`src/rtl/alu_logic_pkg.sv`:
```
// Shared encodings for the ALU bitwise logic unit and the ALU control decoder.
package alu_logic_pkg;

  localparam int OP_W = 3;

  localparam logic [OP_W-1:0] OP_NOT  = 3'd0;
  localparam logic [OP_W-1:0] OP_AND  = 3'd1;
  localparam logic [OP_W-1:0] OP_OR   = 3'd2;
  localparam logic [OP_W-1:0] OP_XOR  = 3'd3;
  localparam logic [OP_W-1:0] OP_NAND = 3'd4;
  localparam logic [OP_W-1:0] OP_NOR  = 3'd5;
  localparam logic [OP_W-1:0] OP_XNOR = 3'd6;
  localparam logic [OP_W-1:0] OP_PASS = 3'd7;

endpackage

```
`src/rtl/alu_logic_core.sv`:
```
// Combinational bitwise logic function plus result flags, sized by WIDTH.
module alu_logic_core
  import alu_logic_pkg::*;
#(
  parameter int WIDTH = 33
) (
  input  logic [OP_W-1:0]  op,
  input  logic [WIDTH-1:0] a,
  input  logic [WIDTH-1:0] b,
  output logic [WIDTH-1:0] result,
  output logic             zero,
  output logic             ones,
  output logic             parity
);

  function automatic logic parity_of(input logic [WIDTH-1:0] v);
    return ^v;
  endfunction

  logic [WIDTH-1:0] result_s;

  // Select the bitwise function; B is unused for NOT and PASS.
  always_comb begin
    result_s = a;
    case (op)
      OP_NOT:  result_s = ~a;
      OP_AND:  result_s = a & b;
      OP_OR:   result_s = a | b;
      OP_XOR:  result_s = a ^ b;
      OP_NAND: result_s = ~(a & b);
      OP_NOR:  result_s = ~(a | b);
      OP_XNOR: result_s = ~(a ^ b);
      OP_PASS: result_s = a;
      default: result_s = a;
    endcase
  end

  assign result = result_s;
  assign zero   = (result_s == {WIDTH{1'b0}});
  assign ones   = (result_s == {WIDTH{1'b1}});
  assign parity = parity_of(result_s);

endmodule

```
`src/rtl/alu_logic_pipe.sv`:
```
// Two-stage valid/ready pipelined bitwise logic unit with tag passthrough,
// result flags and a delivered-result counter.
module alu_logic_pipe
  import alu_logic_pkg::*;
#(
  parameter int WIDTH = 33,
  parameter int TAG_W = 5,
  parameter int CNT_W = 16
) (
  input  logic             clock,
  input  logic             reset_n,
  input  logic             in_valid,
  output logic             in_ready,
  input  logic [OP_W-1:0]  in_op,
  input  logic [WIDTH-1:0] in_a,
  input  logic [WIDTH-1:0] in_b,
  input  logic [TAG_W-1:0] in_tag,
  output logic             out_valid,
  input  logic             out_ready,
  output logic [WIDTH-1:0] out_result,
  output logic [TAG_W-1:0] out_tag,
  output logic             out_zero,
  output logic             out_ones,
  output logic             out_parity,
  output logic [CNT_W-1:0] op_count
);

  logic             s1_valid_r;
  logic [OP_W-1:0]  s1_op_r;
  logic [WIDTH-1:0] s1_a_r;
  logic [WIDTH-1:0] s1_b_r;
  logic [TAG_W-1:0] s1_tag_r;

  logic             s2_valid_r;
  logic [WIDTH-1:0] s2_result_r;
  logic [TAG_W-1:0] s2_tag_r;
  logic             s2_zero_r;
  logic             s2_ones_r;
  logic             s2_parity_r;

  logic [CNT_W-1:0] count_r;

  logic             s2_free_s;
  logic             s1_move_s;
  logic             in_hs_s;
  logic             out_hs_s;
  logic [WIDTH-1:0] core_result_s;
  logic             core_zero_s;
  logic             core_ones_s;
  logic             core_parity_s;

  assign s2_free_s = !s2_valid_r || out_ready;
  assign s1_move_s = s1_valid_r && s2_free_s;
  assign in_ready  = !s1_valid_r || s1_move_s;
  assign in_hs_s   = in_valid && in_ready;
  assign out_hs_s  = s2_valid_r && out_ready;

  alu_logic_core #(
    .WIDTH (WIDTH)
  ) u_core (
    .op     (s1_op_r),
    .a      (s1_a_r),
    .b      (s1_b_r),
    .result (core_result_s),
    .zero   (core_zero_s),
    .ones   (core_ones_s),
    .parity (core_parity_s)
  );

  // Stage 1: capture the operands on an input handshake, release when passed on.
  always_ff @(posedge clock or negedge reset_n) begin
    if (!reset_n) begin
      s1_valid_r <= 1'b0;
      s1_op_r    <= {OP_W{1'b0}};
      s1_a_r     <= {WIDTH{1'b0}};
      s1_b_r     <= {WIDTH{1'b0}};
      s1_tag_r   <= {TAG_W{1'b0}};
    end else if (in_hs_s) begin
      s1_valid_r <= 1'b1;
      s1_op_r    <= in_op;
      s1_a_r     <= in_a;
      s1_b_r     <= in_b;
      s1_tag_r   <= in_tag;
    end else if (s1_move_s) begin
      s1_valid_r <= 1'b0;
    end
  end

  // Stage 2: the data registers are zeroed whenever empty, so the outputs read 0 while invalid.
  always_ff @(posedge clock or negedge reset_n) begin
    if (!reset_n) begin
      s2_valid_r  <= 1'b0;
      s2_result_r <= {WIDTH{1'b0}};
      s2_tag_r    <= {TAG_W{1'b0}};
      s2_zero_r   <= 1'b0;
      s2_ones_r   <= 1'b0;
      s2_parity_r <= 1'b0;
    end else if (s1_move_s) begin
      s2_valid_r  <= 1'b1;
      s2_result_r <= core_result_s;
      s2_tag_r    <= s1_tag_r;
      s2_zero_r   <= core_zero_s;
      s2_ones_r   <= core_ones_s;
      s2_parity_r <= core_parity_s;
    end else if (s2_free_s) begin
      s2_valid_r  <= 1'b0;
      s2_result_r <= {WIDTH{1'b0}};
      s2_tag_r    <= {TAG_W{1'b0}};
      s2_zero_r   <= 1'b0;
      s2_ones_r   <= 1'b0;
      s2_parity_r <= 1'b0;
    end
  end

  // Count delivered results, wrapping modulo 2^CNT_W.
  always_ff @(posedge clock or negedge reset_n) begin
    if (!reset_n) begin
      count_r <= {CNT_W{1'b0}};
    end else if (out_hs_s) begin
      count_r <= count_r + {{(CNT_W-1){1'b0}}, 1'b1};
    end
  end

  assign out_valid  = s2_valid_r;
  assign out_result = s2_result_r;
  assign out_tag    = s2_tag_r;
  assign out_zero   = s2_zero_r;
  assign out_ones   = s2_ones_r;
  assign out_parity = s2_parity_r;
  assign op_count   = count_r;

endmodule

```
`config.mk`:
```
export PLATFORM = sky130hd
export DESIGN_NAME = alu_logic_pipe
export DESIGN_NICKNAME = d
export VERILOG_FILES = /design/src/rtl/alu_logic_pkg.sv /design/src/rtl/alu_logic_core.sv /design/src/rtl/alu_logic_pipe.sv
export SDC_FILE = /design/constraint.sdc
export NUM_CORES = 1
export LEC_CHECK = 0
export ABC_AREA = 1
export BUFFER_PORTS_ARGS = -buffer_cell sky130_fd_sc_hd__buf_2
export CELL_PAD_IN_SITES_DETAIL_PLACEMENT = 1
export CELL_PAD_IN_SITES_GLOBAL_PLACEMENT = 1
export CORE_UTILIZATION = 38
export DETAILED_ROUTE_END_ITERATION = 8
export PLACE_DENSITY_LB_ADDON = 0.1
export SYNTH_ARGS = -nofsm -noshare
export SYNTH_HDL_FRONTEND = slang
export SYNTH_SLANG_ARGS = --single-unit
```
`constraint.sdc`:
```
create_clock -name clock -period 2.6 [get_ports clock]
set_input_delay 0.52 -clock clock [delete_from_list [all_inputs] [get_ports clock]]
set_output_delay 0.52 -clock clock [all_outputs]
set_load 0.005 [all_outputs]
```
==> flow_metrics.tcl <==
set metrics [dict create \
    yosysUniqueCellTypes 29 \
    status "finished, violations left" \
    synth.avg_cell_area_sq_um 7.54 \
    dr.pass1.iters 5 \
    path_delay_family "simple AND/OR/NAND/NOR gates" \
    core_sq_mm 0.0227 \
    clock_path_buffers 2 \
    finalClockSkew_ns 0.0109 \
    crit_type "register to register" \
    wl_per_cell_microns 19.6 \
    yosysSeqAreaShare_pct 37.8 \
    clk-insertion-delay-late_ns 0.45 \
    drive_gt1_share_pct 36.6 \
    drt_iter0_drc 407 \
    initial_core_util_pct 38.8 \
    clk_pin_slew_ns 0.07 \
    postLayoutSetupSlackWorst_ns -0.294 \
    power_density_mw_per_mm2 964 \
    ys_warn_count 0 \
    drc 0 \
    setup_viol 2 \
    hpwl_microns 22000 \
    synth_edf_count 0 \
    place_congestion 0.860 \
    fin_tns_setup_ns -0.330 \
    place_ws_ns -0.348 \
    die_h_microns 154 \
    cts_tree "built" \
    cp_common_cell "nand2_1" \
    grt_pass1_wl_microns 51700 \
    hold_path_class "primary input to asynchronous set/reset pin" \
    die_x_microns 154 \
    ant_nets 0 \
    rows 55 \
    yosysTopAreaCell "dfrtp_1" \
    cts_root_buffer "clkbuf_16" \
    area_growth_pct 44.4 \
    crit_fanout 9 \
    p_leak_uw 0.00673 \
    grt_use_total_pct 28.1 \
    irDropWorstVdd_mv 0.497 \
    grt_pass1_vias 9694 \
    synth_top_area_share_pct 37.8 \
    ys_ff_latch 133 \
    ios 137 \
    ys_async_sr_fraction_pct 100 \
    port_buffers 136 \
    end_kind "register" \
    routed_wl_microns 34200 \
    cp-start-kind "register" \
    post-route-period-util_pct 111 \
    slew_headroom_pct 57.3 \
    grt_overflow 0 \
    maxCapViolCount 0 \
    dieArea_sq_mm 0.0238 \
    cp_slowest_stage_delay_ns 0.46 \
    crit_slowest_cell "dfrtp_2" \
    worstMarginPinSlew_ns 0.640 \
    synthFlopType "dfrtp_1" \
    synthTopCellsByArea "dfrtp_1 38%, ha_1 14%, inv_1 8.7%" \
    postCtsHoldBufs 0 \
    diodes 0 \
    max_freq_mhz 345 \
    cp.arrival_ns 3.27 \
    synth_cells 1168 \
    critical_path_buf_inv_count 5 \
    cts_buffers 17 \
    synth_area_sq_mm 0.00881 \
    drv_slew 0 \
    layout.nets 1624 \
    antenna_found_initial 1 \
    clock_sinks 133 \
    htreeDepth 4 \
    hold_viol 0 \
    synth_nets 1345 \
    reg2reg_slack_ns -0.29 \
    vias_per_cell 5.30 \
    dr_total_vias 9244 \
    grt_max_degree 49 \
    cp_cell_sequence "buf_6, nor2_4, nand2_4, buf_8, buf_12, o21ai_1, nor2_1, nand2_1, o21ai_4, inv_2, ha_4, nor2_2, inv_1, nand2_1, nand2_1, nand2_2, nand2_1, nand2_2, nand2_1, nand3_2, nand3_2, nand2_1" \
    cp.required_ns 2.98 \
    violations "setup timing" \
    period_needed_ns 2.89 \
    rsz0062_at_grt "true" \
]
kinds of logic after synthesis:
| logic type | count (synthesis) | synth area share [%] |
|---|---|---|
| flops | 133 | 37.8 |
| fa+ha+maj | 99 | 14.1 |
| xor+xnor | 15 | 1.49 |
| mux | 2 | 0.256 |
| simple gates | 415 | 19.2 |
| compound gates | 245 | 15.5 |
| buf+inv | 259 | 11.7 |
registers in the layout (all words and copies together) (netlist names):
name / flops
out_result: 33
op_count: 16
s1_op_r: 3
s1_b_r: 33
out_zero: 1
out_ones: 1
s1_a_r: 33
s1_valid_r: 1
out_parity: 1
out_valid: 1
out_tag: 5
s1_tag_r: 5
area by class of cell:
class	instances	area, sq um
flip-flops and latches	133	3330
clock buffers	18	429
clock inverters	14	144
well taps	285	357
multi-input cells	776	5240
fillers	2772	9980
repair buffers	313	2440
inverters	206	781
synthesized netlist by cell type, types with 3 or more instances:
master,count
nand4_1,14
nand3_1,42
ha_1,99
o21ai_1,18
xor2_1,7
xnor2_1,8
nand3b_1,3
a21oi_1,100
nor3_1,6
dfrtp_1,133
nor2_1,144
o211ai_1,9
buf_2,36
clkbuf_1,14
o22ai_1,81
o21ai_0,31
a211oi_1,3
inv_1,204
nand2_1,199
stage by stage:
stage	hold WS, ns	total power, uW	instances	area, sq um	utilization, %
global placement	0.460	7540	1660	10700	47.2
detailed placement	0.461	7740	1660	10700	47.2
CTS	0.0398	11200	1732	12300	54.0
finish	0.0404	12300	1745	12700	56.0
floorplan	0.224	5640	1168	8810	-
global route	0.0694	13000	1745	12700	56.0
where the power goes:
| part | switching [uW] | leakage, uW | internal [uW] |
|---|---|---|---|
| Sequential | 277 | 0.00159 | 2460 |
| Combinational | 4060 | 0.00488 | 3020 |
| Clock | 1110 | 0.000268 | 1350 |
placed cells by master (no fill, tap or decap), types with 14 or more instances in the layout:
| cell | count |
|---|---|
| clkbuf_16 | 18 |
| inv_2 | 29 |
| nand2_2 | 50 |
| o22ai_1 | 59 |
| ha_1 | 83 |
| buf_2 | 135 |
| o22ai_2 | 20 |
| buf_12 | 20 |
| nand2_1 | 144 |
| o21ai_0 | 19 |
| ha_4 | 16 |
| nand3_1 | 28 |
| nor2_1 | 129 |
| a21oi_1 | 94 |
| o21ai_1 | 18 |
| dfrtp_1 | 130 |
| inv_1 | 174 |
| nand4_1 | 14 |
| buf_4 | 138 |
worst paths after layout:
check,from,end,depth (start not counted)
max reg2reg,s1_op_r[1],out_parity,22
min reg2reg,out_result[22],out_result[22],2
max in group asynchronous,reset_n,out_result[11],2
min in group clock,in_b[8],s1_b_r[8],3
min,reset_n,op_count[6],1
max,s1_op_r[1],out_parity,22
metal layers:
layer | part of all wire (%) | track usage, %
met4 | 3.2 | 11.3
met1 | 42 | 35.0
met3 | 5.1 | 4.09
met5 | 0 | 0
met2 | 50 | 48.8
what timing repair did:
action | in CTS | in global routing
cloned | 4 | 1
resized for setup | 146 | 89
setup endpoints to repair | 3 | 3
buffers inserted | 36 | 12
pin swaps | 41 | 49
Power figures use the tool's default switching activity.
